## src/rtl/dm_port_arbiter_pkg.sv

```systemverilog
// Shared encodings and sizes for the data-memory port arbiter and its lane generator.
package dm_port_arbiter_pkg;

  localparam int DM_WORDS = 4096;
  localparam int DM_IDX_W = 12;

  typedef enum logic [1:0] {
    OP_WORD = 2'b00,
    OP_HALF = 2'b01,
    OP_BYTE = 2'b10,
    OP_ILL  = 2'b11
  } dm_op_e;

  typedef enum logic {
    NORMAL = 1'b0,
    LOCK   = 1'b1
  } arb_state_e;

  function automatic logic [3:0] byte_be(input logic [1:0] off);
    return 4'b0001 << off;
  endfunction

endpackage

```

## src/rtl/dm_lane_gen.sv

```systemverilog
// CPU store lane generator: byte enables, lane-replicated write data and access-error flag.
module dm_lane_gen
  import dm_port_arbiter_pkg::*;
(
  input  logic [1:0]  i_op,
  input  logic [31:0] i_addr,
  input  logic [31:0] i_wdata,
  output logic [3:0]  o_be,
  output logic [31:0] o_wdata,
  output logic        o_err
);

  always_comb begin
    // NOTE: every output gets a default first so no path through the case can infer a latch.
    o_be    = '0;
    o_wdata = i_wdata;
    o_err   = (i_addr[31:14] != '0);

    case (dm_op_e'(i_op))
      OP_WORD: begin
        o_err = o_err | (i_addr[1:0] != 2'b00);
        o_be  = 4'b1111;
      end
      OP_HALF: begin
        o_err   = o_err | i_addr[0];
        o_be    = i_addr[1] ? 4'b1100 : 4'b0011;
        o_wdata = {2{i_wdata[15:0]}};
      end
      OP_BYTE: begin
        o_be    = byte_be(i_addr[1:0]);
        o_wdata = {4{i_wdata[7:0]}};
      end
      default: o_err = 1'b1;
    endcase

    if (o_err) o_be = '0;
  end

endmodule

```

## src/rtl/dm_port_arbiter.sv

```systemverilog
// Shares the single-port data memory between the CPU M-stage port and a word-only DMA port.
module dm_port_arbiter
  import dm_port_arbiter_pkg::*;
#(
  parameter int MAX_CPU_WINS = 3,
  parameter int MAX_BURST    = 8
) (
  input  logic                Clk,
  input  logic                Reset,
  input  logic                c_req,
  input  logic                c_we,
  input  logic [1:0]          c_op,
  input  logic [31:0]         c_addr,
  input  logic [31:0]         c_wdata,
  output logic                c_gnt,
  output logic                c_err,
  output logic [31:0]         c_rdata,
  input  logic                d_req,
  input  logic                d_we,
  input  logic                d_burst,
  input  logic [DM_IDX_W-1:0] d_addr,
  input  logic [31:0]         d_wdata,
  output logic                d_gnt,
  output logic [31:0]         d_rdata,
  output logic [DM_IDX_W-1:0] mem_addr,
  output logic                mem_we,
  output logic [3:0]          mem_be,
  output logic [31:0]         mem_wdata,
  input  logic [31:0]         mem_rdata
);

  localparam int WIN_W  = $clog2(MAX_CPU_WINS + 1);
  localparam int BEAT_W = $clog2(MAX_BURST + 1);
  localparam logic [WIN_W-1:0]  WIN_MAX  = WIN_W'(MAX_CPU_WINS);
  localparam logic [BEAT_W-1:0] BEAT_MAX = BEAT_W'(MAX_BURST);

  arb_state_e        r_state, w_state_nx;
  logic [WIN_W-1:0]  r_win_cnt, w_win_nx;
  logic [BEAT_W-1:0] r_beat_cnt, w_beat_nx;
  logic              w_cpu_sel, w_dma_sel, w_lock_hold, w_lock_exit;
  logic [3:0]        w_lane_be;
  logic [31:0]       w_lane_wdata;
  logic              w_lane_err;

  dm_lane_gen u_lane (
    .i_op    (c_op),
    .i_addr  (c_addr),
    .i_wdata (c_wdata),
    .o_be    (w_lane_be),
    .o_wdata (w_lane_wdata),
    .o_err   (w_lane_err)
  );

  // NOTE: state registers use non-blocking assignments so every flop samples pre-edge values.
  always_ff @(posedge Clk) begin
    if (Reset) begin
      r_state    <= NORMAL;
      r_win_cnt  <= '0;
      r_beat_cnt <= '0;
    end else begin
      r_state    <= w_state_nx;
      r_win_cnt  <= w_win_nx;
      r_beat_cnt <= w_beat_nx;
    end
  end

  always_comb begin
    w_state_nx  = r_state;
    w_win_nx    = r_win_cnt;
    w_beat_nx   = r_beat_cnt;
    w_cpu_sel   = 1'b0;
    w_dma_sel   = 1'b0;
    w_lock_exit = (r_state == LOCK);
    w_lock_hold = w_lock_exit && d_req && d_burst && (r_beat_cnt < BEAT_MAX);

    if (Reset) begin
      w_state_nx = NORMAL;
    end else if (w_lock_hold) begin
      w_dma_sel = 1'b1;
      w_beat_nx = r_beat_cnt + BEAT_W'(1);
    end else begin
      // Leaving a lock re-arbitrates this same cycle with plain CPU priority.
      if (w_lock_exit) begin
        w_state_nx = NORMAL;
        w_beat_nx  = '0;
        w_win_nx   = '0;
      end
      if (c_req && !(d_req && !w_lock_exit && r_win_cnt >= WIN_MAX)) begin
        w_cpu_sel = 1'b1;
        w_win_nx  = (d_req && !w_lock_exit) ? r_win_cnt + WIN_W'(1) : '0;
      end else if (d_req) begin
        w_dma_sel = 1'b1;
        w_win_nx  = '0;
        if (d_burst) begin
          w_state_nx = LOCK;
          w_beat_nx  = BEAT_W'(1);
        end
      end
    end
  end

  always_comb begin
    c_gnt     = w_cpu_sel;
    d_gnt     = w_dma_sel;
    c_err     = 1'b0;
    mem_addr  = '0;
    mem_we    = 1'b0;
    mem_be    = '0;
    mem_wdata = '0;
    c_rdata   = mem_rdata;
    d_rdata   = mem_rdata;

    if (w_cpu_sel) begin
      c_err     = w_lane_err;
      mem_addr  = c_addr[13:2];
      mem_we    = c_we && !w_lane_err;
      mem_be    = mem_we ? w_lane_be : 4'b0000;
      mem_wdata = w_lane_wdata;
    end else if (w_dma_sel) begin
      mem_addr  = d_addr;
      mem_we    = d_we;
      mem_be    = d_we ? 4'b1111 : 4'b0000;
      mem_wdata = d_wdata;
    end
  end

endmodule

```

## config.mk

```make
export PLATFORM = sky130hd
export DESIGN_NAME = dm_port_arbiter
export DESIGN_NICKNAME = d
export VERILOG_FILES = /design/src/rtl/dm_port_arbiter_pkg.sv /design/src/rtl/dm_lane_gen.sv /design/src/rtl/dm_port_arbiter.sv
export SDC_FILE = /design/constraint.sdc
export NUM_CORES = 1
export LEC_CHECK = 0
export ABC_CLOCK_PERIOD_IN_PS = 3500
export CORE_AREA = 2 2 102 104
export CTS_BUF_LIST = sky130_fd_sc_hd__clkbuf_4 sky130_fd_sc_hd__clkbuf_8
export DETAILED_ROUTE_END_ITERATION = 8
export DIE_AREA = 0 0 104 106
export PLACE_DENSITY = 0.69
export SYNTH_ARGS = -nofsm -noshare
export SYNTH_HDL_FRONTEND = slang
export SYNTH_SLANG_ARGS = --single-unit
```

## constraint.sdc

```tcl
create_clock -name Clk -period 3.5 [get_ports Clk]
set_input_delay 0.7 -clock Clk [delete_from_list [all_inputs] [get_ports Clk]]
set_output_delay 0.7 -clock Clk [all_outputs]
set_load 0.05 [all_outputs]
```

==> results.md <==
- Status: completed
- P&R area growth vs syn: 115%
- DRC viols: 0
- Syn Inst Count: about 260
- Pre-antenna DRT Iters: 4
- Crit path max fanout: 6
- Nets@finish: 530
- Slack of the critical path: around 0.12 ns
- Synth unique cells: 33
- Clock root buffer master: clkbuf_8
- Slew margin rel.: roughly 65%
- RSZ-0062 raised after global routing: true
- Max clock buf depth: 2
- Seq/Total Area, Yosys: about 7.9%
- Syn Nets: ~420
- CP cell instances: clkdlybuf4s50_1, inv_1, ha_1, o32ai_1, nand3b_1, o31ai_1, buf_12
- Critical path endpoint category: output pin
- Max-slew violation count: 0
- Syn Area/Cell: 6.73 um2
- Critical path launch point type: input port
- Vias per cell: roughly 4.4
- GP Congestion: roughly 0.8
- Vias in the first global route: around 2400
- Arrival time worst endpoint: approximately 2.7 ns
- Max-Cap Viols: 0
- Total congestion overflow: 0
- VDD IR max: around 220 uV
- Required @ worst endpoint: between 2 and 3 ns
- Final core utilization: a little under two fifths
- Slowest-stage cell, CP: clkdlybuf4s50_1
- Die Y: 106 um
- CTS H-tree lvls: 1
- Starting Density: 17.7%
- Clock slew at reported path FFs: ~0.04 ns
- Largest net degree at the start of global routing: 38
- Clk_lat worst skew: between 0.2 and 0.25 ns
- Family with the most delay on the worst path: buffers and inverters
- Number of antenna violations at the first check in global routing: 0
- Lkg Pwr: between 0.0015 and 0.002 uW
- TritonCTS Sinks: 7
- WL final: 8440 um
- Antenna cells: 0
- Class of the worst hold path: reg -> reg
- First-pass GRT wire length: around 13000 um
- Top-level I/O count: between 200 and 300
- Placed cells: between 500 and 600
- Pwr per Cell Area: roughly 210 nW/um2
- Commonest non-fill, non-tap cell in the layout: clkdlybuf4s50_1
- Setup CP Type: in -> out
- Clock Skew: a little under 0.001 ns
- CTS tree: yes
- # setup viols final: 0
- Most frequent cells in the layout: 116 x clkdlybuf4s50_1, 53 x buf_12, 38 x nand2_1
- Total GRT Usage: 14.5%
- Placed wire-length estimate: between 7000 and 8000 um
- DR WL/cell: about 17 um
- Post-Layout Cell Count: between 500 and 600
- Max Freq: a little under 300 MHz
- CTS Buf Count: 3
- Starting DRT DRC Count: 71
- Largest stage delay on the critical path: 0.51 ns
- Period utilization: 96.5%
- Synthesis Warnings: 0
- Seq cells post-synth: 7
- Worst Path Buf+Inv: 3
- IO buf count: ~170
- Vias: roughly 2200
- Post-route ant nets: 0
- Cell area after synthesis: ~1800 um2
- Hold Fails Final Rpt: 0
- Die ar.: 11000 um2
- Sum Neg Setup Slack: 0 ns
- DP Worst Slack: approximately 0.086 ns
- Period minus WS final: ~3.4 ns
- Cell Rows: 37
- Die W: approximately 100 um
- Slew at the pin closest to its max-slew limit: 0.520 ns
- Worst hold margin: between 0.4 and 0.5 ns
- Core region area: between 9000 and 10000 um2
- Layout cells sized above 1: between 20% and 30%
[stage by stage]
stage                     cell area [um2]  total power (uW)
final                                3810               813
after global routing                 3810               848
after CTS                            3790               820
after detailed placement             3740               696
after global placement               3740               691
after floorplan                      1770               525
[repair_timing]
item                                    CTS  global route
setup buffers                             0             0
resized for setup                         0             5
endpoints found under the hold margin     0             0
hold buffers                              0             0
endpoints found under the setup margin    0             6
[tightest hold or removal path: cells and delay by family (launching register included)]
kind	cells	cell delay, ns
AO/OA/AOI/OAI	1	0.06
flip-flops	1	0.32
AND/OR/NAND/NOR	1	0.05
[cell usage after synthesis]
cell type   n  area share [%]
nand2_1    38             8.1
o31ai_1     4             1.7
or3_1       2            0.71
o211a_1     1            0.57
nor4_1      3             1.1
and3b_1     1            0.49
clkbuf_1    6             1.3
nor3b_2     1            0.71
o21ba_2     1            0.57
nand4_1     2            0.71
a21oi_1     8             2.3
a22oi_1     9             3.8
o21ai_1    11             3.1
nor2_1     21             4.5
buf_4      67              28
and2_1     10             3.5
a22o_1     20             9.9
a21o_1      1            0.42
nand3_1     1            0.28
o32ai_1     1            0.49
o21bai_1    1            0.42
nor2b_1     2            0.71
a221o_1     8             4.5
or4_1       1            0.42
o21ai_0    12             3.4
inv_1       7             1.5
nor3b_4     1             1.1
ha_1        6             4.2
buf_2       5             1.4
a221oi_1    1            0.49
nand3b_1    2            0.85
nor3_1      2            0.57
dfxtp_1     7             7.9
[registers in the layout, indices dropped and copies added, names as in the netlist]
name,count
r_beat_cnt,4
r_state,1
r_win_cnt,2
[power breakdown]
| part | internal, uW | total, uW | switching, uW | leakage (uW) |
|---|---|---|---|---|
| logic | 322 | 609 | 287 | 0.00144 |
| clock network | 86.3 | 120 | 33.2 | 0.0000262 |
| registers | 82.1 | 83.9 | 1.75 | 0.0000568 |
| total | 491 | 813 | 322 | 0.00152 |
[cell families (layout without fill, tap and decap cells)]
family                     count (synthesis)  after routing  synth area share, %
AOI/OAI and AO/OA                         78             78                 31.7
and+or+nand+nor                           87             87                 23.6
DFF                                        7              7                 7.91
buffers and inverters                     85            196                 32.6
adders and majority gates                  6              6                 4.24
[cell type report]
| class | instances | area, um2 |
|---|---|---|
| Clock buffer | 4 | 48.8 |
| Timing Repair Buffer | 185 | 2350 |
| Sequential cell | 7 | 140 |
| Multi-Input combinational cell | 171 | 1070 |
| Inverter | 7 | 26.3 |
| Tap cell | 136 | 170 |
| Fill cell | 1016 | 6190 |
[per-layer routing]
layer / vias to the layer above / share of wire [%] / GRT usage [%]
met4: 0 / 3.3 / 5.50
met3: 36 / 7.6 / 4.11
li1: 1085 / - / -
met5: - / 0 / 0
met2: 99 / 51 / 26.5
met1: 1028 / 38 / 15.9
[worst paths after layout]
kind                                    from           end  slack (ns)  depth (start not counted)
worst max register to register  r_win_cnt[0]  r_win_cnt[1]        2.04                          7
worst min-delay path            r_win_cnt[1]  r_win_cnt[1]        0.46                          2
worst max-delay path                 c_op[0]     mem_be[2]        0.12                          7
worst min register to register  r_win_cnt[1]  r_win_cnt[1]        0.46                          2
Note: power is estimated with default switching activity, not from simulation.
